==> config.mk <==
export PLATFORM = sky130hd
export DESIGN_NAME = control_fsm_flat
export DESIGN_NICKNAME = d
export VERILOG_FILES = /design/src/rtl/control_fsm_if.sv /design/src/rtl/control_fsm.sv /design/src/flat_wrapper.sv
export SDC_FILE = /design/constraint.sdc
export NUM_CORES = 1
export LEC_CHECK = 0
export ABC_AREA = 1
export ABC_CLOCK_PERIOD_IN_PS = 3400
export BUFFER_PORTS_ARGS = -buffer_cell sky130_fd_sc_hd__buf_2
export CAP_MARGIN = 20
export CORE_MARGIN = 8
export CORE_UTILIZATION = 55
export CTS_CLUSTER_SIZE = 10
export DETAILED_ROUTE_END_ITERATION = 8
export PLACE_DENSITY = 0.95
export RECOVER_POWER = 25
export SYNTH_ARGS = -nofsm -noshare
export SYNTH_HDL_FRONTEND = slang
export SYNTH_SLANG_ARGS = --single-unit
==> constraint.sdc <==
create_clock -name CLK -period 3.4 [get_ports CLK]
set_input_delay 0 -clock CLK [delete_from_list [all_inputs] [get_ports CLK]]
set_output_delay 0 -clock CLK [all_outputs]
set_load 0.1 [all_outputs]
==> src/rtl/control_fsm_if.sv <==
// Control/status bundle between the multicycle control unit and the 16-bit datapath.
// The master side is the controller; the slave side is the datapath.
interface control_fsm_if;
    logic [15:0] IROut;
    logic        Zero;
    logic        MemReady;
    logic        PCWrite;
    logic [1:0]  PCSource;
    logic        IorD;
    logic        MemRead;
    logic        MemWrite;
    logic        IRWrite;
    logic        RegWrite;
    logic        RegDst;
    logic        MemtoReg;
    logic        ALUSrcA;
    logic [1:0]  ALUSrcB;
    logic [1:0]  ALUOp;

    modport master (
        input  IROut, Zero, MemReady,
        output PCWrite, PCSource, IorD, MemRead, MemWrite, IRWrite,
               RegWrite, RegDst, MemtoReg, ALUSrcA, ALUSrcB, ALUOp
    );

    modport slave (
        output IROut, Zero, MemReady,
        input  PCWrite, PCSource, IorD, MemRead, MemWrite, IRWrite,
               RegWrite, RegDst, MemtoReg, ALUSrcA, ALUSrcB, ALUOp
    );
endinterface

==> src/rtl/control_fsm.sv <==
// Multicycle control unit: fetch/decode/execute/memory/writeback sequencing with
// memory wait-state timeout, illegal-opcode trap, halt and a saturating retire counter.
module control_fsm #(
    parameter int RETIRE_W     = 16,
    parameter int MEM_WAIT_MAX = 15
) (
    input  logic                CLK,
    input  logic                Reset,
    control_fsm_if.master       bus,
    output logic [4:0]          current_state,
    output logic [4:0]          next_state,
    output logic [RETIRE_W-1:0] retired,
    output logic                halted,
    output logic                err
);

    typedef enum logic [4:0] {
        S_FETCH    = 5'd0,
        S_DECODE   = 5'd1,
        S_R_EX     = 5'd2,
        S_R_WB     = 5'd3,
        S_ADDI_EX  = 5'd4,
        S_ADDI_WB  = 5'd5,
        S_MEM_ADDR = 5'd6,
        S_LW_MEM   = 5'd7,
        S_LW_WB    = 5'd8,
        S_SW_MEM   = 5'd9,
        S_BRANCH   = 5'd10,
        S_JUMP     = 5'd11,
        S_HALT     = 5'd12,
        S_TRAP     = 5'd13
    } state_t;

    state_t      state_q;
    state_t      state_d;
    logic [7:0]  wait_cnt;
    logic        waiting;
    logic        retire_now;
    logic [3:0]  opcode;

    logic        pc_write;
    logic [1:0]  pc_source;
    logic        ior_d;
    logic        mem_read;
    logic        mem_write;
    logic        ir_write;
    logic        reg_write;
    logic        reg_dst;
    logic        memto_reg;
    logic        alu_src_a;
    logic [1:0]  alu_src_b;
    logic [1:0]  alu_op;

    assign opcode = bus.IROut[15:12];

    always_ff @(posedge CLK) begin
        if (Reset) begin
            state_q  <= S_FETCH;
            wait_cnt <= 8'd0;
            retired  <= '0;
            err      <= 1'b0;
        end else begin
            state_q  <= state_d;
            wait_cnt <= (waiting && state_d == state_q) ? wait_cnt + 8'd1 : 8'd0;
            if (retire_now && retired != '1) begin
                retired <= retired + RETIRE_W'(1);
            end
            if (state_d == S_TRAP) begin
                err <= 1'b1;
            end
        end
    end

    always_comb begin
        state_d    = state_q;
        waiting    = 1'b0;
        retire_now = 1'b0;
        pc_write   = 1'b0;
        pc_source  = 2'd0;
        ior_d      = 1'b0;
        mem_read   = 1'b0;
        mem_write  = 1'b0;
        ir_write   = 1'b0;
        reg_write  = 1'b0;
        reg_dst    = 1'b0;
        memto_reg  = 1'b0;
        alu_src_a  = 1'b0;
        alu_src_b  = 2'd0;
        alu_op     = 2'd0;

        case (state_q)
            S_FETCH: begin
                mem_read  = 1'b1;
                alu_src_b = 2'd1;
                if (bus.MemReady) begin
                    ir_write = 1'b1;
                    pc_write = 1'b1;
                    state_d  = S_DECODE;
                end else begin
                    waiting = 1'b1;
                end
            end
            S_DECODE: begin
                alu_src_b = 2'd3;
                case (opcode)
                    4'd0:        state_d = S_R_EX;
                    4'd1:        state_d = S_ADDI_EX;
                    4'd2, 4'd3:  state_d = S_MEM_ADDR;
                    4'd4, 4'd5:  state_d = S_BRANCH;
                    4'd6:        state_d = S_JUMP;
                    4'd15:       state_d = S_HALT;
                    default:     state_d = S_TRAP;
                endcase
            end
            S_R_EX: begin
                alu_src_a = 1'b1;
                alu_op    = 2'd2;
                state_d   = S_R_WB;
            end
            S_R_WB: begin
                reg_write  = 1'b1;
                reg_dst    = 1'b1;
                retire_now = 1'b1;
                state_d    = S_FETCH;
            end
            S_ADDI_EX: begin
                alu_src_a = 1'b1;
                alu_src_b = 2'd2;
                state_d   = S_ADDI_WB;
            end
            S_ADDI_WB: begin
                reg_write  = 1'b1;
                retire_now = 1'b1;
                state_d    = S_FETCH;
            end
            S_MEM_ADDR: begin
                alu_src_a = 1'b1;
                alu_src_b = 2'd2;
                state_d   = (opcode == 4'd2) ? S_LW_MEM : S_SW_MEM;
            end
            S_LW_MEM: begin
                mem_read = 1'b1;
                ior_d    = 1'b1;
                if (bus.MemReady) state_d = S_LW_WB;
                else              waiting = 1'b1;
            end
            S_LW_WB: begin
                reg_write  = 1'b1;
                memto_reg  = 1'b1;
                retire_now = 1'b1;
                state_d    = S_FETCH;
            end
            S_SW_MEM: begin
                mem_write = 1'b1;
                ior_d     = 1'b1;
                if (bus.MemReady) begin
                    retire_now = 1'b1;
                    state_d    = S_FETCH;
                end else begin
                    waiting = 1'b1;
                end
            end
            S_BRANCH: begin
                // Only beq/bne reach here, so anything other than beq is bne.
                alu_src_a  = 1'b1;
                alu_op     = 2'd1;
                pc_source  = 2'd1;
                pc_write   = (opcode == 4'd4) ? bus.Zero : ~bus.Zero;
                retire_now = 1'b1;
                state_d    = S_FETCH;
            end
            S_JUMP: begin
                pc_write   = 1'b1;
                pc_source  = 2'd2;
                retire_now = 1'b1;
                state_d    = S_FETCH;
            end
            S_HALT:  state_d = S_HALT;
            S_TRAP:  state_d = S_TRAP;
            default: state_d = S_TRAP;
        endcase

        if (waiting && wait_cnt == 8'(MEM_WAIT_MAX - 1)) begin
            state_d = S_TRAP;
        end

        // Reset aborts whatever instruction is in flight without any side effects.
        if (Reset) begin
            state_d    = S_FETCH;
            retire_now = 1'b0;
            pc_write   = 1'b0;
            mem_read   = 1'b0;
            mem_write  = 1'b0;
            ir_write   = 1'b0;
            reg_write  = 1'b0;
        end
    end

    assign bus.PCWrite   = pc_write;
    assign bus.PCSource  = pc_source;
    assign bus.IorD      = ior_d;
    assign bus.MemRead   = mem_read;
    assign bus.MemWrite  = mem_write;
    assign bus.IRWrite   = ir_write;
    assign bus.RegWrite  = reg_write;
    assign bus.RegDst    = reg_dst;
    assign bus.MemtoReg  = memto_reg;
    assign bus.ALUSrcA   = alu_src_a;
    assign bus.ALUSrcB   = alu_src_b;
    assign bus.ALUOp     = alu_op;

    assign current_state = state_q;
    assign next_state    = state_d;
    assign halted        = (state_q == S_HALT);

endmodule

==> src/flat_wrapper.sv <==
// flat-port wrapper written by rule: the top's interface ports become plain ports
module control_fsm_flat 
#(
    parameter int RETIRE_W     = 16,
    parameter int MEM_WAIT_MAX = 15
)
  (CLK, Reset, current_state, next_state, retired, halted, err, bus_IROut, bus_Zero, bus_MemReady, bus_PCWrite, bus_PCSource, bus_IorD, bus_MemRead, bus_MemWrite, bus_IRWrite, bus_RegWrite, bus_RegDst, bus_MemtoReg, bus_ALUSrcA, bus_ALUSrcB, bus_ALUOp);
  control_fsm_if bus_i ();
  input  logic CLK;
  input  logic Reset;
  output logic [4:0] current_state;
  output logic [4:0] next_state;
  output logic [RETIRE_W-1:0] retired;
  output logic halted;
  output logic err;
  input wire logic [$bits(bus_i.IROut)-1:0] bus_IROut;
  input wire logic [$bits(bus_i.Zero)-1:0] bus_Zero;
  input wire logic [$bits(bus_i.MemReady)-1:0] bus_MemReady;
  output wire logic [$bits(bus_i.PCWrite)-1:0] bus_PCWrite;
  output wire logic [$bits(bus_i.PCSource)-1:0] bus_PCSource;
  output wire logic [$bits(bus_i.IorD)-1:0] bus_IorD;
  output wire logic [$bits(bus_i.MemRead)-1:0] bus_MemRead;
  output wire logic [$bits(bus_i.MemWrite)-1:0] bus_MemWrite;
  output wire logic [$bits(bus_i.IRWrite)-1:0] bus_IRWrite;
  output wire logic [$bits(bus_i.RegWrite)-1:0] bus_RegWrite;
  output wire logic [$bits(bus_i.RegDst)-1:0] bus_RegDst;
  output wire logic [$bits(bus_i.MemtoReg)-1:0] bus_MemtoReg;
  output wire logic [$bits(bus_i.ALUSrcA)-1:0] bus_ALUSrcA;
  output wire logic [$bits(bus_i.ALUSrcB)-1:0] bus_ALUSrcB;
  output wire logic [$bits(bus_i.ALUOp)-1:0] bus_ALUOp;
  assign bus_i.IROut = bus_IROut;
  assign bus_i.Zero = bus_Zero;
  assign bus_i.MemReady = bus_MemReady;
  assign bus_PCWrite = bus_i.PCWrite;
  assign bus_PCSource = bus_i.PCSource;
  assign bus_IorD = bus_i.IorD;
  assign bus_MemRead = bus_i.MemRead;
  assign bus_MemWrite = bus_i.MemWrite;
  assign bus_IRWrite = bus_i.IRWrite;
  assign bus_RegWrite = bus_i.RegWrite;
  assign bus_RegDst = bus_i.RegDst;
  assign bus_MemtoReg = bus_i.MemtoReg;
  assign bus_ALUSrcA = bus_i.ALUSrcA;
  assign bus_ALUSrcB = bus_i.ALUSrcB;
  assign bus_ALUOp = bus_i.ALUOp;
  control_fsm #(.RETIRE_W(RETIRE_W), .MEM_WAIT_MAX(MEM_WAIT_MAX)) u_core (.CLK(CLK), .Reset(Reset), .bus(bus_i), .current_state(current_state), .next_state(next_state), .retired(retired), .halted(halted), .err(err));
endmodule
==> impl_metrics.csv, run 1 <==
group,metric,value,unit
cells_and_area,design_area,0.002287,mm^2
critical_path,critical_path.cell_chain,"nor2_4, nand2_2, nor2_1, o21ai_0, o21ai_0, nor2_1, nand3_1, nand2_1, inv_1, buf_2",
pwr,p_sw_frac,0.6076,
pwr,ir_drop,0.5394,mV
routing,ant_nets,0,
clock_tree,clk_pin_slew,0.09,ns
pwr,power_frac_seq,0.270,
sta,hold_viol_final,0,
critical_path,crit_family,"simple AND/OR/NAND/NOR gates",
routing,wl_per_cell,12.26,um
place,place_area,0.002257,mm^2
yosys,synth.area.mux_share,0,
critical_path,cp_num_cells,10,
clock_tree,cts_setup_buffers,0,
yosys,syn_area,0.001982,mm^2
critical_path,cp.buffers_inverters,2,
cells_and_area,nNetsFinal,375,
yosys,syn_area_per_cell,6.584,um^2
yosys,synthArstFlopShare,0,
yosys,synth-edff-count,0,
clock_tree,htreeDepth,2,
pwr,power_frac_clock,0.130,
cells_and_area,antenna_cells,0,
place,hpwl,3809,um
sta,setup_violations,0,
clock_tree,ctsResizeCount,0,
critical_path,crit_arrival,2.33,ns
yosys,synth_most_common_cell,"nand2_1",
place,io_buffers,49,
yosys,synth_top_area_frac,0.3030,
sta,slew_violations,0,
sta,tightest_slew,1.174,ns
yosys,synth_cells,301,
clock_tree,cts_hold_buffers,0,
routing,via_per_inst,5.153,
cells_and_area,drive_gt1_frac,0.2194,
critical_path,worst_setup_path_start_kind,"flop",
die,ioPinCount,63,
sta,rsz0062_at_grt,"false",
yosys,synth_top_family_by_area,"simple AND/OR/NAND/NOR gates",
critical_path,r2r_cells,8,
die,rows,22,
sta,finClkSkew,0.01292,ns
routing,drtIter0Drc,243,
routing,drc,0,
clock_tree,insertion_delay,0.33,ns
critical_path,end_kind,"output port",
sta,relSlewSlack,0.2209,
place,globalplace.congestion,0.9214,
clock_tree,numCtsBuffers,5,
cells_and_area,n_fill_cell,334,
clock_tree,cts.path.max_buffers,2,
global_routing,grt-ovfl-total,0,
global_routing,grt_max_degree,26,
global_routing,grt_first_pass_wirelength,8293,um
yosys,yosys.area_share.simple,0.4122,
job,drv_cap,0,
critical_path,startpoint,"u_core.current_state[2]",
die,initial_core_util,0.5581,
sta,fmax,0.4297,GHz
cells_and_area,multi_input_area,0.001217,mm^2
yosys,ys_warn_count,0,
yosys,yosysTopAreaCell,"dfxtp_1",
die,die_y,76.03,um
outcome,status,"complete, no violations",
sta,finalSetupTns,0,ns
yosys,synth_xor_area_frac,0.08396,
clock_tree,root_buffer,"clkbuf_4",
yosys,yosys_most_used_dff,"dfxtp_1",
critical_path,slowest_delay,0.42,ns
clock_tree,clock-sinks,30,
global_routing,antenna_found_initial,0,
cells_and_area,area_delta_synth_final,15.40,%
global_routing,track_usage,0.1651,
critical_path,path_class,"flop to output port",
pwr,p_int,619.5,uW
cells_and_area,ff_latch_area,600.6,um^2
critical_path,worst-path-max-fanout,5,
yosys,seq_area_frac_synth,0.3030,
yosys,synth_area_leaders,"dfxtp_1 (30%), nand2_1 (13%), nor2_1 (8.5%), xor2_1 (5.7%), nand3_1 (5.3%)",
die,core,0.003551,mm^2
pwr,power_density,690.3,mW/mm^2
die,dieArea,0.005781,mm^2
yosys,yosys.area_share.adder,0.01894,
die,fp.dieW,76.03,um
pwr,pwr-share-comb,0.599,
routing,vias,2056,
yosys,synth_compound_area_frac,0.09154,
worst_hold_path,holdPathStages,2,
clock_tree,cts_tree,"done",
yosys,synth_seq_cells,30,
routing,routed_wl,4890,um
yosys,synth_cell_types,31,
worst_hold_path,min_from,"Reset",
pwr,p_leak,0.001000,uW
routing,first_pass_iters,4,
global_routing,grt_pass1_vias,1933,
worst_hold_path,worstHoldPathType,"input pin to flop",
critical_path,r2r-start,"u_core.retired[0]",
critical_path,worst_ep_required_time,3.40,ns
pwr,p_sw,959.4,uW
sta,min_period,2.327,ns
sta,min_period_over_period,0.6845,
yosys,synth_common_cells,"nand2_1 (66), nor2_1 (45), dfxtp_1 (30)",
critical_path,slowest_stage,"buf_2",
## layout by cell type, fill, tap and decap left out, types with 5 or more instances in the layout
master / synthesis / routed
a21oi_1: 19 / 19
buf_2: 0 / 32
clkbuf_1: 3 / 17
clkbuf_4: 0 / 5
dfxtp_1: 30 / 30
inv_1: 27 / 27
inv_2: 7 / 7
nand2_1: 66 / 66
nand3_1: 21 / 21
nand3_2: 5 / 5
nand4_1: 5 / 5
nor2_1: 45 / 42
nor2_2: 12 / 15
nor3_1: 8 / 8
o21ai_0: 7 / 7
xnor2_1: 6 / 6
xor2_1: 13 / 13
## power groups by stage
stage | logic (uW) | registers (uW) | clock network, uW
CTS | 951 | 424 | 211
global route | 990 | 429 | 227
finish | 946 | 427 | 206
floorplan | 632 | 615 | 0
detailed placement | 948 | 433 | 0
global placement | 937 | 431 | 0
## layout make-up
cell class                      count  share of cell area
Multi-Input combinational cell    231              0.5323
Sequential cell                    30              0.2626
Timing Repair Buffer               49             0.09792
Inverter                           35             0.05853
Tap cell                           48             0.02626
Clock buffer                        6             0.02243
## layer usage
| layer | track usage | wire (um) | vias to the layer above | share of wire |
|---|---|---|---|---|
| li1 | - | - | 1056 | - |
| met1 | 0.1823 | 2010 | 927 | 0.41 |
| met2 | 0.2896 | 2480 | 65 | 0.51 |
| met3 | 0.04953 | 352 | 8 | 0.072 |
| met4 | 0.05882 | 46 | 0 | 0.0094 |
| met5 | 0 | 0 | - | 0 |
## cell families (layout without fill, tap and decap cells)
logic type / count (synthesis) / count (layout)
AND/OR/NAND/NOR: 173 / 173
buffers and inverters: 41 / 90
AO/OA/AOI/OAI: 34 / 34
flip-flops: 30 / 30
XOR/XNOR: 19 / 19
adder cells (fa/ha/maj): 3 / 3
other: 1 / 2
## registers in the layout, indices dropped and copies added (netlist names)
register	flops
u_core.current_state	5
u_core.err	1
u_core.wait_cnt	8
u_core.retired	16
## worst register-to-register path, delay by kind of cell (launching register included)
kind | cells | cell delay, ns
AO/OA/AOI/OAI | 3 | 0.35
adder cells (fa/ha/maj) | 1 | 0.23
buffers and inverters | 2 | 0.22
flip-flops | 1 | 0.44
AND/OR/NAND/NOR | 2 | 0.50
## metrics by stage
stage | utilization | setup WS (ns) | hold WS, ns | power (uW) | instances
2_1_floorplan | - | -0.5251 | 0.2924 | 1248 | 302
5_1_grt | 0.6441 | 0.9059 | 0.1229 | 1646 | 399
3_5_place_dp | 0.6357 | 1.468 | 0.4500 | 1380 | 393
4_1_cts | 0.6501 | 1.107 | 0.1105 | 1586 | 399
3_3_place_gp | 0.6357 | 1.494 | 0.4449 | 1368 | 393
6_report | 0.6441 | 1.073 | 0.1145 | 1579 | 399
## path summary, 6_finish.rpt
| kind | to | slack [ns] |
|---|---|---|
| setup reg to reg | u_core.retired[8] | 1.53 |
| hold reg to reg | u_core.err | 0.47 |
| setup / recovery | next_state[0] | 1.07 |
| hold / removal | u_core.retired[8] | 0.11 |
Note: power is estimated with default switching activity, not from simulation.
==> run 2: changes to the inputs <==
--- a/config.mk
+++ b/config.mk
@@ -6,14 +6,14 @@
 export NUM_CORES = 1
 export LEC_CHECK = 0
 export ABC_AREA = 1
-export ABC_CLOCK_PERIOD_IN_PS = 3400
+export ABC_CLOCK_PERIOD_IN_PS = 2100
 export BUFFER_PORTS_ARGS = -buffer_cell sky130_fd_sc_hd__buf_2
 export CAP_MARGIN = 20
 export CORE_MARGIN = 8
-export CORE_UTILIZATION = 55
+export CORE_UTILIZATION = 46
 export CTS_CLUSTER_SIZE = 10
 export DETAILED_ROUTE_END_ITERATION = 8
-export PLACE_DENSITY = 0.95
+export PLACE_DENSITY = 0.87
 export RECOVER_POWER = 25
 export SYNTH_ARGS = -nofsm -noshare
 export SYNTH_HDL_FRONTEND = slang
==> constraint.sdc (replaced) <==
create_clock -name CLK -period 2.1 [get_ports CLK]
set_input_delay 0 -clock CLK [delete_from_list [all_inputs] [get_ports CLK]]
set_output_delay 0 -clock CLK [all_outputs]
set_load 0.1 [all_outputs]
==> run 2 against run 1 <==
Net effect: global-route usage down 0.97 points; clock-buffer cell count up 2; worst hold slack better by 0.099 ns; total power up 91%; sequential power up 66%; final area up 12%; clock skew down 0.0064 ns; flip-flop and latch count unchanged; final cell count up 1.5%; highest routed layer unchanged; first-iteration DRC count down 31%; via count up 0.83%; routed wire length up 0.96%.
==> impl_metrics.csv, run 2 (same netlist as run 1, synthesis figures left out) <==
group,metric,value,unit
pwr,p_sw,1671,uW
critical_path,path_class,"flop to output port",
clock_tree,cts_setup_buffers,0,
place,globalplace.congestion,0.9233,
clock_tree,cts_tree,"done",
sta,fmax,0.4993,GHz
die,rows,24,
sta,min_period_over_period,0.9538,
critical_path,r2r_slack,0.30,ns
routing,drtIter0Drc,167,
sta,relSlewSlack,0.1995,
sta,finClkSkew,0.006494,ns
pwr,p_int,1344,uW
critical_path,end_kind,"output port",
pwr,power_frac_seq,0.235,
routing,drc,0,
pwr,ir_drop,0.7779,mV
pwr,power,3015,uW
cells_and_area,layout_common_cells,"nand2_1 (63), nor2_1 (37), buf_2 (36)",
pwr,power_density,1176,mW/mm^2
sta,min_period,2.003,ns
sta,hold_viol_final,0,
clock_tree,htreeDepth,2,
clock_tree,clock-sinks,30,
outcome,status,"complete, no violations",
cells_and_area,n_fill_cell,392,
sta,rsz0062_at_grt,"true",
critical_path,worst_setup_path_start_kind,"flop",
pwr,pwr-share-comb,0.587,
cells_and_area,regMostFlops,"u_core.retired",
global_routing,grt_max_degree,26,
routing,wl_per_cell,12.19,um
routing,via_per_inst,5.119,
global_routing,grt-ovfl-total,0,
die,fp.dieW,81.64,um
critical_path,r2r-end,"u_core.retired[8]",
critical_path,r2r_cells,11,
place,io_buffers,49,
die,die_y,81.64,um
cells_and_area,largest_register_ffs,16,
clock_tree,numCtsBuffers,5,
worst_hold_path,holdPathStages,2,
critical_path,r2r-start,"u_core.current_state[2]",
sta,tightest_slew,1.206,ns
clock_tree,cts.path.max_buffers,2,
routing,first_pass_iters,4,
global_routing,grt_first_pass_wirelength,8493,um
pwr,power_frac_clock,0.179,
worst_hold_path,worstHoldPathType,"input pin to flop",
sta,setup_violations,0,
routing,vias,2073,
routing,routed_wl,4937,um
critical_path,worst-path-max-fanout,7,
global_routing,track_usage,0.1554,
pwr,p_leak,0.001076,uW
place,hpwl,3912,um
cells_and_area,area_delta_synth_final,29.36,%
critical_path,crit_arrival,2.00,ns
die,dieArea,0.006665,mm^2
clock_tree,clk_pin_slew,0.06,ns
worst_hold_path,min_from,"Reset",
die,initial_core_util,0.4648,
cells_and_area,final_common_cell,"nand2_1",
cells_and_area,nNetsFinal,375,
die,core,0.004264,mm^2
critical_path,worst_ep_required_time,2.10,ns
global_routing,antenna_found_initial,0,
sta,slew_violations,0,
sta,hold_slack,0.2131,ns
die,ioPinCount,63,
global_routing,grt_pass1_vias,1963,
worst_hold_path,hold-path-endpoint,"u_core.retired[5]",
pwr,p_sw_frac,0.5542,
job,drv_cap,0,
clock_tree,insertion_delay,0.28,ns
clock_tree,root_buffer,"clkbuf_8",
routing,ant_nets,0,
cells_and_area,drive_gt1_frac,0.3258,
cells_and_area,antenna_cells,0,
-- run 2: worst max path at each step --
stage               cells after the start                    start                 end  slack (ns)
floorplan                               5  u_core.current_state[2]         bus_PCWrite       -0.16
global placement                        9  u_core.current_state[2]       next_state[0]        0.33
detailed placement                     11  u_core.current_state[4]  u_core.wait_cnt[5]        0.28
CTS                                     9  u_core.current_state[2]       next_state[0]        0.03
global route                           10  u_core.current_state[0]       next_state[1]       -0.03
finish                                 10  u_core.current_state[0]       next_state[1]         0.1
-- run 2: timing repair --
action / in CTS / in global routing
resized for setup: 1 / 7
hold buffers: 0 / 0
hold endpoints to repair: 0 / 0
setup endpoints to repair: 1 / 2
-- run 2: layout make-up --
cell class	instances	area, um^2	share of cell area
flip-flops and latches	30	628.1	0.2450
inverters	35	141.4	0.05515
repair buffers	49	281.5	0.1098
multi-input cells	231	1338	0.5217
well taps	52	65.06	0.02538
clock buffers	8	110.1	0.04295
-- run 2: power by group through the flow --
stage	Sequential, uW	Combinational (uW)	Clock [uW]
floorplan	1020	1110	0
global placement	714	1730	0
detailed placement	714	1740	0
CTS	702	1760	554
global route	715	1860	581
finish	707	1770	538
-- run 2: through the flow --
step           instances  worst slack, ns  cell area, um^2  TNS [ns]  utilization
2_1_floorplan        302          -0.1639             2116   -0.1989            -
3_3_place_gp         397           0.3331             2430         0       0.5698
3_5_place_dp         397           0.2775             2430         0       0.5698
4_1_cts              405          0.02518             2547         0       0.5974
5_1_grt              405         -0.02555             2564  -0.03498       0.6012
6_report             405          0.09709             2564         0       0.6012
-- run 2: critical path: stages, from the launching register on --
cell and delay, ns:
dfxtp_4 0.39, inv_2 0.06, nor2_2 0.14, nand3_2 0.20, nand3_1 0.16, nand2_2 0.09
nor2_4 0.13, inv_2 0.08, nand3_2 0.13, clkinvlp_4 0.09, clkbuf_4 0.27
-- run 2: per-layer routing --
metal / up-vias / global-route usage / routed length, um / part of all wire
met4: 0 / 0.04737 / 63 / 0.013
met1: 949 / 0.1748 / 2103 / 0.43
met3: 9 / 0.04486 / 291 / 0.059
li1: 1062 / - / - / -
met5: - / 0 / 0 / 0
met2: 53 / 0.2768 / 2478 / 0.50
==> run 3: changes to the inputs <==
--- a/config.mk
+++ b/config.mk
@@ -14,7 +14,6 @@
 export CTS_CLUSTER_SIZE = 10
 export DETAILED_ROUTE_END_ITERATION = 8
 export PLACE_DENSITY = 0.87
-export RECOVER_POWER = 25
 export SYNTH_ARGS = -nofsm -noshare
 export SYNTH_HDL_FRONTEND = slang
 export SYNTH_SLANG_ARGS = --single-unit
==> run 3 against run 2 <==
Net effect: final area is 0.44% higher; final cell count is the same; maximum frequency about the same; first-iteration DRC count is 3.6% higher; clock skew is essentially flat; flip-flop and latch count unchanged; sequential power about the same; critical path depth is the same; combinational power about the same; worst setup slack hardly changed; non-clock buffer count is the same; critical endpoint unchanged; largest cell class unchanged.
==> impl_metrics.csv, run 3 (same netlist as run 1, synthesis figures left out) <==
group,metric,value,unit
job,drv_cap,0,
die,rows,24,
sta,fmax,0.4993,GHz
clock_tree,cts.path.max_buffers,2,
sta,min_period,2.003,ns
clock_tree,root_buffer,"clkbuf_8",
die,fp.dieW,81.64,um
pwr,p_sw,1670,uW
routing,routed_wl,4939,um
pwr,pwr-share-comb,0.588,
clock_tree,cts_setup_buffers,0,
critical_path,crit_arrival,2.00,ns
pwr,power_frac_seq,0.234,
routing,vias,2090,
pwr,p_sw_frac,0.5523,
global_routing,grt-ovfl-total,0,
routing,ant_nets,0,
clock_tree,numCtsBuffers,5,
clock_tree,cts_hold_buffers,0,
global_routing,grt_max_degree,26,
cells_and_area,drive_gt1_frac,0.3513,
global_routing,grt_pass1_vias,1963,
routing,wl_per_cell,12.20,um
cells_and_area,area_delta_synth_final,29.92,%
cells_and_area,largest_register_ffs,16,
cells_and_area,multi_input_area,0.001338,mm^2
sta,finClkSkew,0.006581,ns
cells_and_area,n_fill_cell,386,
routing,drc,0,
routing,drtIter0Drc,173,
pwr,ir_drop,0.7812,mV
clock_tree,clk_pin_slew,0.06,ns
critical_path,r2r_slack,0.30,ns
die,die_y,81.64,um
worst_hold_path,worstHoldPathType,"input pin to flop",
place,place_area,0.002430,mm^2
sta,slew_violations,0,
place,io_buffers,49,
sta,hold_slack,0.2131,ns
clock_tree,cts_tree,"done",
place,globalplace.congestion,0.9233,
sta,finalSetupTns,0,ns
worst_hold_path,hold-path-endpoint,"u_core.retired[5]",
pwr,p_leak,0.001111,uW
outcome,status,"complete, no violations",
cells_and_area,antenna_cells,0,
worst_hold_path,min_from,"Reset",
die,dieArea,0.006665,mm^2
cells_and_area,regMostFlops,"u_core.retired",
sta,min_period_over_period,0.9536,
cells_and_area,ff_latch_area,628.1,um^2
cells_and_area,layout_common_cells,"nand2_1 (63), buf_2 (45), nor2_1 (37)",
critical_path,r2r-end,"u_core.retired[8]",
critical_path,r2r_cells,11,
critical_path,end_kind,"output port",
global_routing,antenna_found_initial,0,
clock_tree,clock-sinks,30,
routing,first_pass_iters,4,
critical_path,worst_ep_required_time,2.10,ns
place,hpwl,3912,um
cells_and_area,final_common_cell,"nand2_1",
sta,tightest_slew,0.5571,ns
worst_hold_path,holdPathStages,2,
clock_tree,insertion_delay,0.28,ns
global_routing,grt_first_pass_wirelength,8493,um
pwr,power_frac_clock,0.178,
cells_and_area,nNetsFinal,375,
pwr,p_int,1353,uW
global_routing,track_usage,0.1554,
sta,rsz0062_at_grt,"true",
sta,setup_violations,0,
pwr,power_density,1174,mW/mm^2
die,ioPinCount,63,
cells_and_area,fin_util,0.6039,
cells_and_area,design_area,0.002575,mm^2
die,initial_core_util,0.4648,
clock_tree,htreeDepth,2,
sta,relSlewSlack,0.6286,
sta,hold_viol_final,0,
routing,via_per_inst,5.160,
critical_path,r2r-start,"u_core.current_state[2]",
critical_path,worst_setup_path_start_kind,"flop",
die,core,0.004264,mm^2
critical_path,path_class,"flop to output port",
critical_path,worst-path-max-fanout,7,
## run 3: cell count changes in the layout (fill, tap and decap cells not counted)
cell / before / now
buf_2: 36 / 45
clkbuf_1: 9 / 0
## run 3: repair_timing
item                                    CTS  global route
endpoints found under the setup margin    1             2
cloned                                    0             0
resized for setup                         1             7
## run 3: per-stage QoR
stage	total power (uW)	std cells	setup WS [ns]
after CTS	3017	405	0.02518
after global placement	2439	397	0.3331
after detailed placement	2455	397	0.2775
final	3023	405	0.09738
after global routing	3160	405	-0.02555
after floorplan	2126	302	-0.1639
## run 3: area by class of cell
type	count	share of cell area
timing repair buffer	49	0.1137
inverter	35	0.05491
tap	52	0.02527
sequential	30	0.2439
clock buffer	8	0.04276
multi-input combinational	231	0.5194
## run 3: worst max path at each step
stage / start / endpoint / slack [ns]
2_1_floorplan: u_core.current_state[2] / bus_PCWrite / -0.16
3_3_place_gp: u_core.current_state[2] / next_state[0] / 0.33
3_5_place_dp: u_core.current_state[4] / u_core.wait_cnt[5] / 0.28
4_1_cts: u_core.current_state[2] / next_state[0] / 0.03
5_1_grt: u_core.current_state[0] / next_state[1] / -0.03
6_report: u_core.current_state[0] / next_state[1] / 0.1
## run 3: routing by layer
| metal | part of all wire | global-route usage |
|---|---|---|
| met1 | 0.43 | 0.1748 |
| met2 | 0.50 | 0.2768 |
| met3 | 0.060 | 0.04486 |
| met4 | 0.012 | 0.04737 |
| met5 | 0 | 0 |
## run 3: worst max-delay path: stages (launching register included)
cell        delay (ns)
dfxtp_4           0.39
inv_2             0.06
nor2_2            0.14
nand3_2           0.20
nand3_1           0.16
nand2_2           0.09
nor2_4            0.13
inv_2             0.08
nand3_2           0.13
clkinvlp_4        0.09
clkbuf_4          0.27
## run 3: power groups by stage
stage,combinational (uW),clock [uW],sequential [uW]
floorplan,1110,0,1020
global placement,1730,0,714
detailed placement,1740,0,714
CTS,1760,554,702
global route,1860,581,714
finish,1780,538,706
